==> config.mk <==
export PLATFORM = sky130hd
export DESIGN_NAME = pc_redirect_unit
export DESIGN_NICKNAME = d
export VERILOG_FILES = /design/src/rtl/pc_redirect_unit_pkg.sv /design/src/rtl/pc_target_mux.sv /design/src/rtl/pc_redirect_unit.sv
export SDC_FILE = /design/constraint.sdc
export NUM_CORES = 1
export LEC_CHECK = 0
export ABC_AREA = 1
export ABC_CLOCK_PERIOD_IN_PS = 3100
export BUFFER_PORTS_ARGS = -buffer_cell sky130_fd_sc_hd__buf_2
export CAP_MARGIN = 15
export CELL_PAD_IN_SITES_DETAIL_PLACEMENT = 0
export CELL_PAD_IN_SITES_GLOBAL_PLACEMENT = 2
export CORE_MARGIN = 5
export CORE_UTILIZATION = 30
export DETAILED_ROUTE_END_ITERATION = 16
export PLACE_DENSITY_LB_ADDON = 0.1
export SKIP_CTS_REPAIR_TIMING = 1
export SYNTH_ARGS = -nofsm -noshare
export SYNTH_HDL_FRONTEND = slang
export SYNTH_SLANG_ARGS = --single-unit
==> constraint.sdc <==
create_clock -name clk -period 3.1 [get_ports clk]
set_input_delay 0.155 -clock clk [delete_from_list [all_inputs] [get_ports clk]]
set_output_delay 0.155 -clock clk [all_outputs]
set_load 0.005 [all_outputs]
==> src/rtl/pc_redirect_unit_pkg.sv <==
`default_nettype none
// ============================================================================
// Module      : pc_redirect_unit_pkg
// Description : Shared pcSel encodings, fetch FSM states and reset-PC default
//               used by the PC redirect unit, branch resolution and control.
// Revision    : 1.0 - initial release
// ============================================================================
package pc_redirect_unit_pkg;

    localparam logic [1:0] PCSEL_SEQ  = 2'b00;
    localparam logic [1:0] PCSEL_BR   = 2'b01;
    localparam logic [1:0] PCSEL_JALR = 2'b10;
    localparam logic [1:0] PCSEL_ZERO = 2'b11;

    localparam logic [31:0] PC_RESET_DEFAULT = 32'h0000_0000;

    typedef enum logic [1:0] {
        ST_BOOT = 2'd0,
        ST_RUN  = 2'd1,
        ST_HALT = 2'd2
    } pru_state_t;

endpackage : pc_redirect_unit_pkg
`default_nettype wire

==> src/rtl/pc_target_mux.sv <==
`default_nettype none
// ============================================================================
// Module      : pc_target_mux
// Description : Combinational redirect-target selection and alignment check.
//               Alignment flag is produced only when PC_ALIGN_CHECK_EN is
//               defined; otherwise it is tied low.
// Revision    : 1.0 - initial release
// ============================================================================
module pc_target_mux
    import pc_redirect_unit_pkg::*;
#(
    parameter int XLEN = 32
) (
    input  logic [1:0]      pcSel,
    input  logic [XLEN-1:0] exPc,
    input  logic [XLEN-1:0] exImm,
    input  logic [XLEN-1:0] rs1Val,
    output logic [XLEN-1:0] target,
    output logic            misaligned
);

    logic [XLEN-1:0] w_jalr_sum;

    assign w_jalr_sum = rs1Val + exImm;

    always_comb begin
        target = '0;
        case (pcSel)
            PCSEL_BR:   target = exPc + exImm;
            PCSEL_JALR: target = {w_jalr_sum[XLEN-1:1], 1'b0};
            default:    target = '0;
        endcase
    end

`ifdef PC_ALIGN_CHECK_EN
    assign misaligned = target[1];
`else
    assign misaligned = 1'b0;
`endif

endmodule : pc_target_mux
`default_nettype wire

==> src/rtl/pc_redirect_unit.sv <==
`default_nettype none
// ============================================================================
// Module      : pc_redirect_unit
// Description : Fetch PC owner: BOOT/RUN/HALT FSM, PC register, redirect
//               flushes, branch/redirect counters. Optional feature macro:
//               PC_ALIGN_CHECK_EN (halt on misaligned redirect target).
// Revision    : 1.0 - initial release
// ============================================================================
module pc_redirect_unit
    import pc_redirect_unit_pkg::*;
#(
    parameter int              XLEN     = 32,
    parameter logic [XLEN-1:0] RESET_PC = XLEN'(PC_RESET_DEFAULT)
) (
    input  logic            clk,
    input  logic            rst,
    input  logic [1:0]      pcSel,
    input  logic [XLEN-1:0] exPc,
    input  logic [XLEN-1:0] exImm,
    input  logic [XLEN-1:0] rs1Val,
    input  logic            isBranch,
    input  logic            stall,
    output logic [XLEN-1:0] pc,
    output logic [XLEN-1:0] pcPlus4,
    output logic            pcValid,
    output logic            flushIfId,
    output logic            flushIdEx,
    output logic            misaligned,
    output logic [31:0]     branchCnt,
    output logic [31:0]     redirectCnt
);

    pru_state_t      r_state;
    pru_state_t      w_state_nxt;
    logic [XLEN-1:0] r_pc;
    logic [XLEN-1:0] w_pc_nxt;
    logic [XLEN-1:0] w_target;
    logic            w_tgt_misaligned;
    logic            w_redirect;
    logic            w_bad_redirect;
    logic            w_flush;
    logic            r_misaligned;
    logic [31:0]     r_branch_cnt;
    logic [31:0]     r_redirect_cnt;

    pc_target_mux #(
        .XLEN (XLEN)
    ) u_target_mux (
        .pcSel      (pcSel),
        .exPc       (exPc),
        .exImm      (exImm),
        .rs1Val     (rs1Val),
        .target     (w_target),
        .misaligned (w_tgt_misaligned)
    );

    assign w_redirect     = (r_state == ST_RUN) && (pcSel != PCSEL_SEQ);
    assign w_bad_redirect = w_redirect && w_tgt_misaligned;

    // A redirect overrides stall: the stalled instruction is being squashed.
    always_comb begin
        w_state_nxt = r_state;
        w_pc_nxt    = r_pc;
        w_flush     = 1'b0;
        case (r_state)
            ST_BOOT: w_state_nxt = ST_RUN;
            ST_RUN: begin
                if (w_redirect) begin
                    w_flush = 1'b1;
                    if (w_bad_redirect) begin
                        w_state_nxt = ST_HALT;
                    end else begin
                        w_pc_nxt = w_target;
                    end
                end else if (!stall) begin
                    w_pc_nxt = r_pc + XLEN'(4);
                end
            end
            ST_HALT: w_flush = 1'b1;
            default: w_state_nxt = ST_BOOT;
        endcase
    end

    always_ff @(posedge clk) begin
        if (rst) begin
            r_state        <= ST_BOOT;
            r_pc           <= RESET_PC;
            r_misaligned   <= 1'b0;
            r_branch_cnt   <= '0;
            r_redirect_cnt <= '0;
        end else begin
            r_state <= w_state_nxt;
            r_pc    <= w_pc_nxt;
            if ((r_state == ST_RUN) && isBranch && !stall) begin
                r_branch_cnt <= r_branch_cnt + 32'd1;
            end
            if (w_redirect) begin
                r_redirect_cnt <= r_redirect_cnt + 32'd1;
            end
            if (w_bad_redirect) begin
                r_misaligned <= 1'b1;
            end
        end
    end

    assign pc          = r_pc;
    assign pcPlus4     = r_pc + XLEN'(4);
    assign pcValid     = (r_state == ST_RUN);
    assign flushIfId   = w_flush;
    assign flushIdEx   = w_flush;
    assign misaligned  = r_misaligned;
    assign branchCnt   = r_branch_cnt;
    assign redirectCnt = r_redirect_cnt;

endmodule : pc_redirect_unit
`default_nettype wire

* After elaboration in Yosys (flattened, before gate mapping) *
Cells that the tools add are included.

storage, ports and cells
  bits in registers = 98
  word-level logic and storage cells = 28

operators by class
  add/sub/neg operators = 5
  eq/ne operators = 5
  muxes and demuxes = 6
  reductions and logical operators = 8

operators with widths
  operator                 number
  $add A32 B1 Y32 const B  2
  $add A32 B32 Y32         2
  $mux W32                 2
  $pmux W32 S2             1
  $add A32 B3 Y32 const B  1
  $eq A2 B1 Y1 const B     2
  $eq A2 B2 Y1 const B     2
  $pmux W2 S2              1
  $logic_and A1 B1 Y1      3
  $logic_not A2 Y1         1
  $ne A2 B1 Y1 const B     1
  $pmux W1 S2              1
  $reduce_and A2 Y1        1
  $reduce_bool A2 Y1       1
  $reduce_or A2 Y1         1
  $logic_not A1 Y1         1
  $mux W1                  1

* Longest topological paths before layout *
Gate-level depths: netlist of run 1.

  depth after elaboration = 4
  gate-level depth with buffers = 16

* Cells and area by module *
Synthesis of run 1 repeated with hierarchy kept, for this count alone.

unflattened totals
  cell total of the unflattened synthesis = 2120
  area, all modules = 11417.2 um^2

modules (own cells, without submodules)
  module            instances  cells each  area each (um^2)  sequential area each (um^2)
  pc_redirect_unit  1          1023        6064.6            1981.9
  pc_target_mux     1          1097        5352.6            0.0

* Worst setup path before layout of run 1 *
Ideal clock, no wire load.

  kind = reg-to-reg
  start point = register r_pc[2], in the netlist pc[2]
  end point = register r_pc[28], in the netlist pc[28]
  arrival time = 1617 ps
  required time = 2981 ps
  path slack = 1364 ps
  stages on the path, launching flop included = 10
  buffers on the path = 0
  cell sequence = dfxtp_1 > ha_1 > nand2_1 > nor2_2 > nand4_4 > nor2_2 > nand3_1 > xor2_1 > o21ai_0 > a21oi_1

on the way
  cells in the longest elaborated chain, start to end = 3

ends and longest elaborated chain
  item                    line                    source
  from (decl)             pc_redirect_unit.sv:35  logic [XLEN-1:0] r_pc;
  from (signal assigned)  pc_redirect_unit.sv:93  r_pc <= w_pc_nxt;
  $add A32 B3 Y32         -
  net pcPlus4[28]         pc_redirect_unit.sv:24  output logic [XLEN-1:0] pcPlus4,
  $mux W32                pc_redirect_unit.sv:75  end else if (!stall) begin
  $mux W32                pc_redirect_unit.sv:68  if (w_redirect) begin

The timed path passes the listed nets, and every way through them passes these cells. The select of a mux whose other input is x is not followed.
A chain may end at the register's enable or synchronous reset.

* Worst setup path in the final report of run 1 *
  start point = register r_pc[2], in the netlist pc[2]
  end point = output pcPlus4[30]

on the way
  cells in the longest elaborated chain, start to end = 1

ends and longest elaborated chain
  item             line                     source
  $add A32 B3 Y32  pc_redirect_unit.sv:107  assign pcPlus4 = r_pc + XLEN'(4);
  to (decl)        pc_redirect_unit.sv:24

Every way passes these cells.

==> results of run 1 <==
-- kinds of logic after synthesis --
logic type                 share of synthesized area [%]
DFF                                                 18.7
AOI/OAI and AO/OA                                   12.3
xor gates and xnor gates                            3.80
and+or+nand+nor                                     43.7
other                                             0.0361
adders and majority gates                           8.46
buffers and inverters                               13.0
-- Yosys cell counts (3+ instances only) --
master,instances,area (um^2)
o22ai_1,3,18.8
buf_4,4,30.0
o21ai_1,8,40.0
nor2_2,9,56.3
ha_1,67,838
dfxtp_1,97,1940
a31oi_1,7,43.8
nand4_1,23,144
and3_1,6,37.5
nor3_1,37,185
nor2_4,9,101
nand3_1,120,601
and2_1,5,31.3
inv_2,3,11.3
clkbuf_1,25,93.8
nand3b_1,16,120
nor3b_1,4,30.0
nor2_1,150,563
xnor2_1,14,123
o21ai_0,92,460
a221oi_1,3,26.3
inv_1,317,1190
nand2_1,633,2380
o21a_1,3,22.5
or2_2,7,43.8
nor4_1,7,43.8
xor2_1,31,272
nor3_2,3,30.0
a21oi_1,112,561
nand2_2,4,25.0
o21bai_1,6,45.0
-- flip-flops by register name, summed over array words and instances, names as in the netlist --
register,flops
pc,32
redirectCnt,32
branchCnt,32
r_state,1
-- layer usage --
layer	part of all wire, %	vias to the layer above	GRT usage [%]
met5	0	-	0
met2	45	243	34.4
met3	4.6	20	3.26
met4	0.68	0	2.30
met1	50	5337	30.9
li1	-	6286	-
-- path summary, 6_finish.rpt --
path,slack (ns),end,from,depth (start not counted)
min,0.16,branchCnt[0],isBranch,3
max reg2reg,0.99,pc[30],pc[2],9
max,0.67,pcPlus4[30],pc[2],8
min reg2reg,0.47,branchCnt[9],branchCnt[9],2
-- tightest hold or removal path: cells and delay by family --
kind	cells	cell delay (ns)
compound gates	1	0.07
buf+inv	1	0.11
simple gates	1	0.12
-- final cells by class --
type | count | area, um^2
Fill cell | 4090 | 22100
Multi-Input combinational cell | 1400 | 7090
Sequential cell | 97 | 1940
Timing Repair Buffer | 242 | 1240
Inverter | 322 | 1210
Tap cell | 455 | 569
Clock buffer | 13 | 240
Clock inverter | 1 | 5.00
-- through the flow --
step | setup slack (ns) | hold WS (ns) | area, um^2 | utilization, %
finish | 0.671 | 0.161 | 12300 | 35.8
global route | 0.474 | 0.178 | 12300 | 35.8
CTS | 0.645 | 0.156 | 12300 | 35.8
detailed placement | 0.781 | 0.455 | 12000 | 35.1
global placement | 0.799 | 0.451 | 12000 | 35.1
floorplan | 1.36 | 0.359 | 10400 | -
-- power breakdown --
| group | internal [mW] | switching [mW] |
|---|---|---|
| logic | 0.470 | 0.908 |
| clock network | 0.537 | 0.486 |
| registers | 1.28 | 0.0575 |
==> flow_summary_export.csv, run 1 <==
group,metric,value,unit
run_status,outcome,"completed",
synth,synth-edff-count,0,
clocking,cts.sinks,97,
timing,min_period_over_period,78.4,%
worst_setup_path,worstPathCellList,"ha_1 > nand2_1 > nor2_2 > nand4_4 > nor2_4 > nand2_1 > xnor2_1 > buf_2",
global_route,grt_pass1_vias,11200,
worst_setup_path,crit_path_end_kind,"primary output",
clocking,cts-root-buf,"clkbuf_16",
synth,synth.yosys.seq_area_share,18.7,%
worst_setup_path,crit_arrival,2.27,ns
synth,ys_seq_elements,97,
route,drt_pass1_iterations,5,
placement,dp.final_hpwl,35.6,mm
timing,hold_viol_final,0,
route,totalWireLength,42.1,mm
worst_setup_path,cp_max_fo,5,
global_route,overflow,0,
floorplanning,fp.coreArea,34400,um^2
route,antenna_left,0,
synth,synthArstFlopShare,0,%
worst_setup_path,path_common_cell,"nand2_1",
global_route,antenna_found_initial,0,
pwr,ir_worst_vdd,0.269,mV
clocking,htreeDepth,3,
worst_setup_path,cpPeakStageDelay,0.39,ns
synth,syn_nets,2022,
floorplanning,initial_utilization,30.2,%
worst_setup_path,critPathTopFamily,"simple AND/OR/NAND/NOR gates",
global_route,grt_pass1_wl,65.4,mm
cells_and_area,final_common_cell,"nand2_1",
synth,synth_area,10400,um^2
clocking,clockBufferDepth,2,
clocking,clk_pin_slew,0.06,ns
timing,tightest_slew,0.664,ns
synth,yosysWarningCount,0,
pwr,power_density,304,nW/um^2
worst_setup_path,cp_slowest_cell,"dfxtp_1",
timing,rsz0062_at_grt,"no",
floorplanning,die_w,196,um
timing,slew_violations,0,
flow_run,maxCapViolations,0,
timing,final.min_clock_period,2.43,ns
worst_setup_path,path_buf_inv,1,
route,wl_per_cell,16.7,um
timing,relSlewSlack,55.7,%
clocking,clock_latency,0.35,ns
synth,synth.distinct_cells,47,
synth,synth-main-ff-cell,"dfxtp_1",
timing,max_freq,412,MHz
timing,clock-skew-final,0.00597,ns
placement,numPortBuffers,232,
cells_and_area,layoutNonFillerInstCount,2530,
cells_and_area,final_cell_mix,"nand2_1 (633), inv_1 (316), buf_2 (232), nor2_1 (149), nand3_1 (120)",
cells_and_area,final_nets,2243,
cells_and_area,diodes,0,
synth,syn_area_per_cell,5.61,um^2
worst_setup_path,critPathKind,"flip-flop to primary output",
route,vias_per_cell,4.70,
placement,gp_congestion,0.859,
cells_and_area,drive_above_1_share,14.6,%
worst_setup_path,worstPathRequired,2.94,ns
pwr,total_power,3.74,mW
floorplanning,num_rows,68,
worst_setup_path,cp-start-kind,"flip-flop",
route,drt_iter0_drc,669,
timing,finalSetupViolCount,0,
route,vias,11900,
synth,synthCells,1851,
placement,dp_cells,2516,
route,drcViolationCount,0,
pwr,p_leak,6.57,nW
hold_path,hold_path.class,"input port to flip-flop",
clocking,cts_tree,"yes",
global_route,grt_max_degree,61,
floorplanning,dieArea,38400,um^2
cells_and_area,syn_to_final_growth,18.5,%
floorplanning,die_y,196,um
clocking,numCtsBuffers,9,
timing,setup-tns-final,0,ns
global_route,grt_use_total,21.3,%
floorplanning,ios,234,
Power figures use the tool's default switching activity.
==> inputs of run 2 (changes only) <==
--- a/config.mk
+++ b/config.mk
@@ -6,13 +6,13 @@
 export NUM_CORES = 1
 export LEC_CHECK = 0
 export ABC_AREA = 1
-export ABC_CLOCK_PERIOD_IN_PS = 3100
+export ABC_CLOCK_PERIOD_IN_PS = 2500
 export BUFFER_PORTS_ARGS = -buffer_cell sky130_fd_sc_hd__buf_2
 export CAP_MARGIN = 15
 export CELL_PAD_IN_SITES_DETAIL_PLACEMENT = 0
 export CELL_PAD_IN_SITES_GLOBAL_PLACEMENT = 2
 export CORE_MARGIN = 5
-export CORE_UTILIZATION = 30
+export CORE_UTILIZATION = 28
 export DETAILED_ROUTE_END_ITERATION = 16
 export PLACE_DENSITY_LB_ADDON = 0.1
 export SKIP_CTS_REPAIR_TIMING = 1
==> constraint.sdc (replaced) <==
create_clock -name clk -period 2.5 [get_ports clk]
set_input_delay 0.125 -clock clk [delete_from_list [all_inputs] [get_ports clk]]
set_output_delay 0.125 -clock clk [all_outputs]
set_load 0.005 [all_outputs]
==> run 2 against run 1 <==
Against the previous run: final area is 1.1% higher; die area is 6.8% higher; sequential share of layout area is 0.17 points lower; hold slack worse by 0.032 ns; routed wire length is 2.7% higher; flip-flop and latch count stayed put; first-iteration DRC count is 6.4% higher; clock-buffer cell count is 4 lower; register-to-register slack worse by 0.54 ns; critical endpoint is now pcPlus4[28]; largest cell class unchanged; largest power group unchanged.
==> flow_summary_export.csv, run 2 (same netlist as run 1, synthesis figures left out) <==
group,metric,value,unit
route,antenna_left,0,
pwr,p_leak,6.62,nW
pwr,pwr-share-clk,29.8,%
floorplanning,num_rows,70,
route,vias,11900,
timing,finalSetupViolCount,0,
floorplanning,initial_utilization,28.3,%
global_route,grt_pass1_wl,66.4,mm
timing,final.min_clock_period,2.34,ns
timing,hold_viol_final,0,
worst_setup_path,worstPathRequired,2.38,ns
worst_setup_path,critPathKind,"flip-flop to primary output",
worst_setup_path,worstPathCellList,"ha_1 > nand2_1 > nor2_4 > nand4_4 > nor2_2 > nand3_1 > xor2_1 > buf_2",
timing,tightest_slew,0.566,ns
floorplanning,dieArea,41000,um^2
timing,slew_violations,0,
route,wl_per_cell,17.0,um
pwr,p_int,2.96,mW
route,vias_per_cell,4.66,
worst_setup_path,cpPeakStageDelay,0.39,ns
pwr,ir_worst_vdd,0.322,mV
pwr,p_comb_share,35.8,%
global_route,antenna_found_initial,0,
pwr,p_seq_share,34.4,%
timing,max_freq,427,MHz
clocking,numCtsBuffers,9,
placement,gp_congestion,0.861,
run_status,outcome,"completed",
clocking,clk_pin_slew,0.07,ns
timing,min_period_over_period,93.8,%
clocking,cts-root-buf,"clkbuf_16",
global_route,grt_max_degree,37,
cells_and_area,final_cell_mix,"nand2_1 (633), inv_1 (316), buf_2 (232), nor2_1 (149), nand3_1 (120)",
pwr,sw_frac_of_total,38.8,%
global_route,overflow,0,
global_route,grt_pass1_vias,11400,
route,drt_pass1_iterations,5,
route,drt_iter0_drc,712,
floorplanning,die_w,203,um
floorplanning,ios,234,
floorplanning,fp.coreArea,36600,um^2
route,totalWireLength,43.3,mm
clocking,htreeDepth,3,
timing,rsz0062_at_grt,"yes",
flow_run,maxCapViolations,0,
timing,relSlewSlack,62.3,%
cells_and_area,final_nets,2247,
worst_setup_path,critPathTopFamily,"simple AND/OR/NAND/NOR gates",
placement,numPortBuffers,232,
cells_and_area,syn_to_final_growth,19.7,%
clocking,cts.sinks,97,
clocking,clock_latency,0.36,ns
pwr,power_density,389,nW/um^2
cells_and_area,multiInputGateArea,7110,um^2
worst_setup_path,crit_arrival,2.22,ns
floorplanning,die_y,203,um
global_route,grt_use_total,20.4,%
placement,dp.final_hpwl,36.9,mm
worst_setup_path,cp_slowest_cell,"dfxtp_1",
worst_setup_path,cp_max_fo,4,
cells_and_area,register_area,1940,um^2
hold_path,hold_path.class,"input port to flip-flop",
cells_and_area,final_common_cell,"nand2_1",
placement,dp_cells,2533,
worst_setup_path,path_buf_inv,1,
worst_setup_path,cp-start-kind,"flip-flop",
cells_and_area,drive_above_1_share,15.1,%
route,drcViolationCount,0,
cells_and_area,diodes,0,
cells_and_area,nFillCells,4268,
pwr,p_sw,1.88,mW
timing,clock-skew-final,0.0100,ns
cells_and_area,layoutNonFillerInstCount,2549,
clocking,clockBufferDepth,2,
clocking,cts_tree,"yes",
worst_setup_path,crit_path_end_kind,"primary output",
timing,setup-tns-final,0,ns
run 2: per-stage QoR:
step           power (mW)  utilization (%)  hold WS [ns]  setup WS (ns)  instance area, um^2
5_1_grt              5.19             33.9         0.137       -0.00478                12400
3_5_place_dp         3.44             33.1         0.455          0.196                12100
6_report             4.83             33.9         0.129          0.156                12400
2_1_floorplan        2.75                -         0.329          0.764                10400
4_1_cts              4.91             33.9         0.115         0.0249                12400
3_3_place_gp         3.44             33.1         0.449          0.237                12100
run 2: worst min-delay path: stages:
cell	delay [ns]
buf_2	0.11
nand3_4	0.12
a21oi_1	0.07
run 2: layout make-up:
class	instances	area share, %
Timing Repair Buffer	246	10.3
Sequential cell	97	15.6
Tap cell	468	4.71
Multi-Input combinational cell	1400	57.2
Clock inverter	7	0.574
Clock buffer	9	1.81
Inverter	322	9.75
run 2: final timing paths:
kind                              startpoint      endpoint  slack, ns  depth (start not counted)
worst max-delay path                   pc[2]   pcPlus4[28]       0.16                          8
worst min-delay path                isBranch  branchCnt[0]       0.13                          3
worst max register to register         pc[2]        pc[28]       0.45                          9
worst min register to register  branchCnt[9]  branchCnt[9]       0.47                          2
run 2: routing by layer:
layer	vias to the layer above	wire [um]	global-route usage [%]	part of all wire, %
met5	-	0	0	0
met4	0	522	3.01	1.2
met3	28	1690	2.95	3.9
met2	236	19300	33.7	45
met1	5306	21800	29.1	50
li1	6296	-	-	-
run 2: power groups by stage:
stage / combinational [mW] / sequential [mW] / clock, mW
finish: 1.73 / 1.66 / 1.44
global route: 1.97 / 1.67 / 1.55
CTS: 1.76 / 1.66 / 1.49
detailed placement: 1.75 / 1.70 / 0
global placement: 1.75 / 1.70 / 0
floorplan: 1.06 / 1.68 / 0
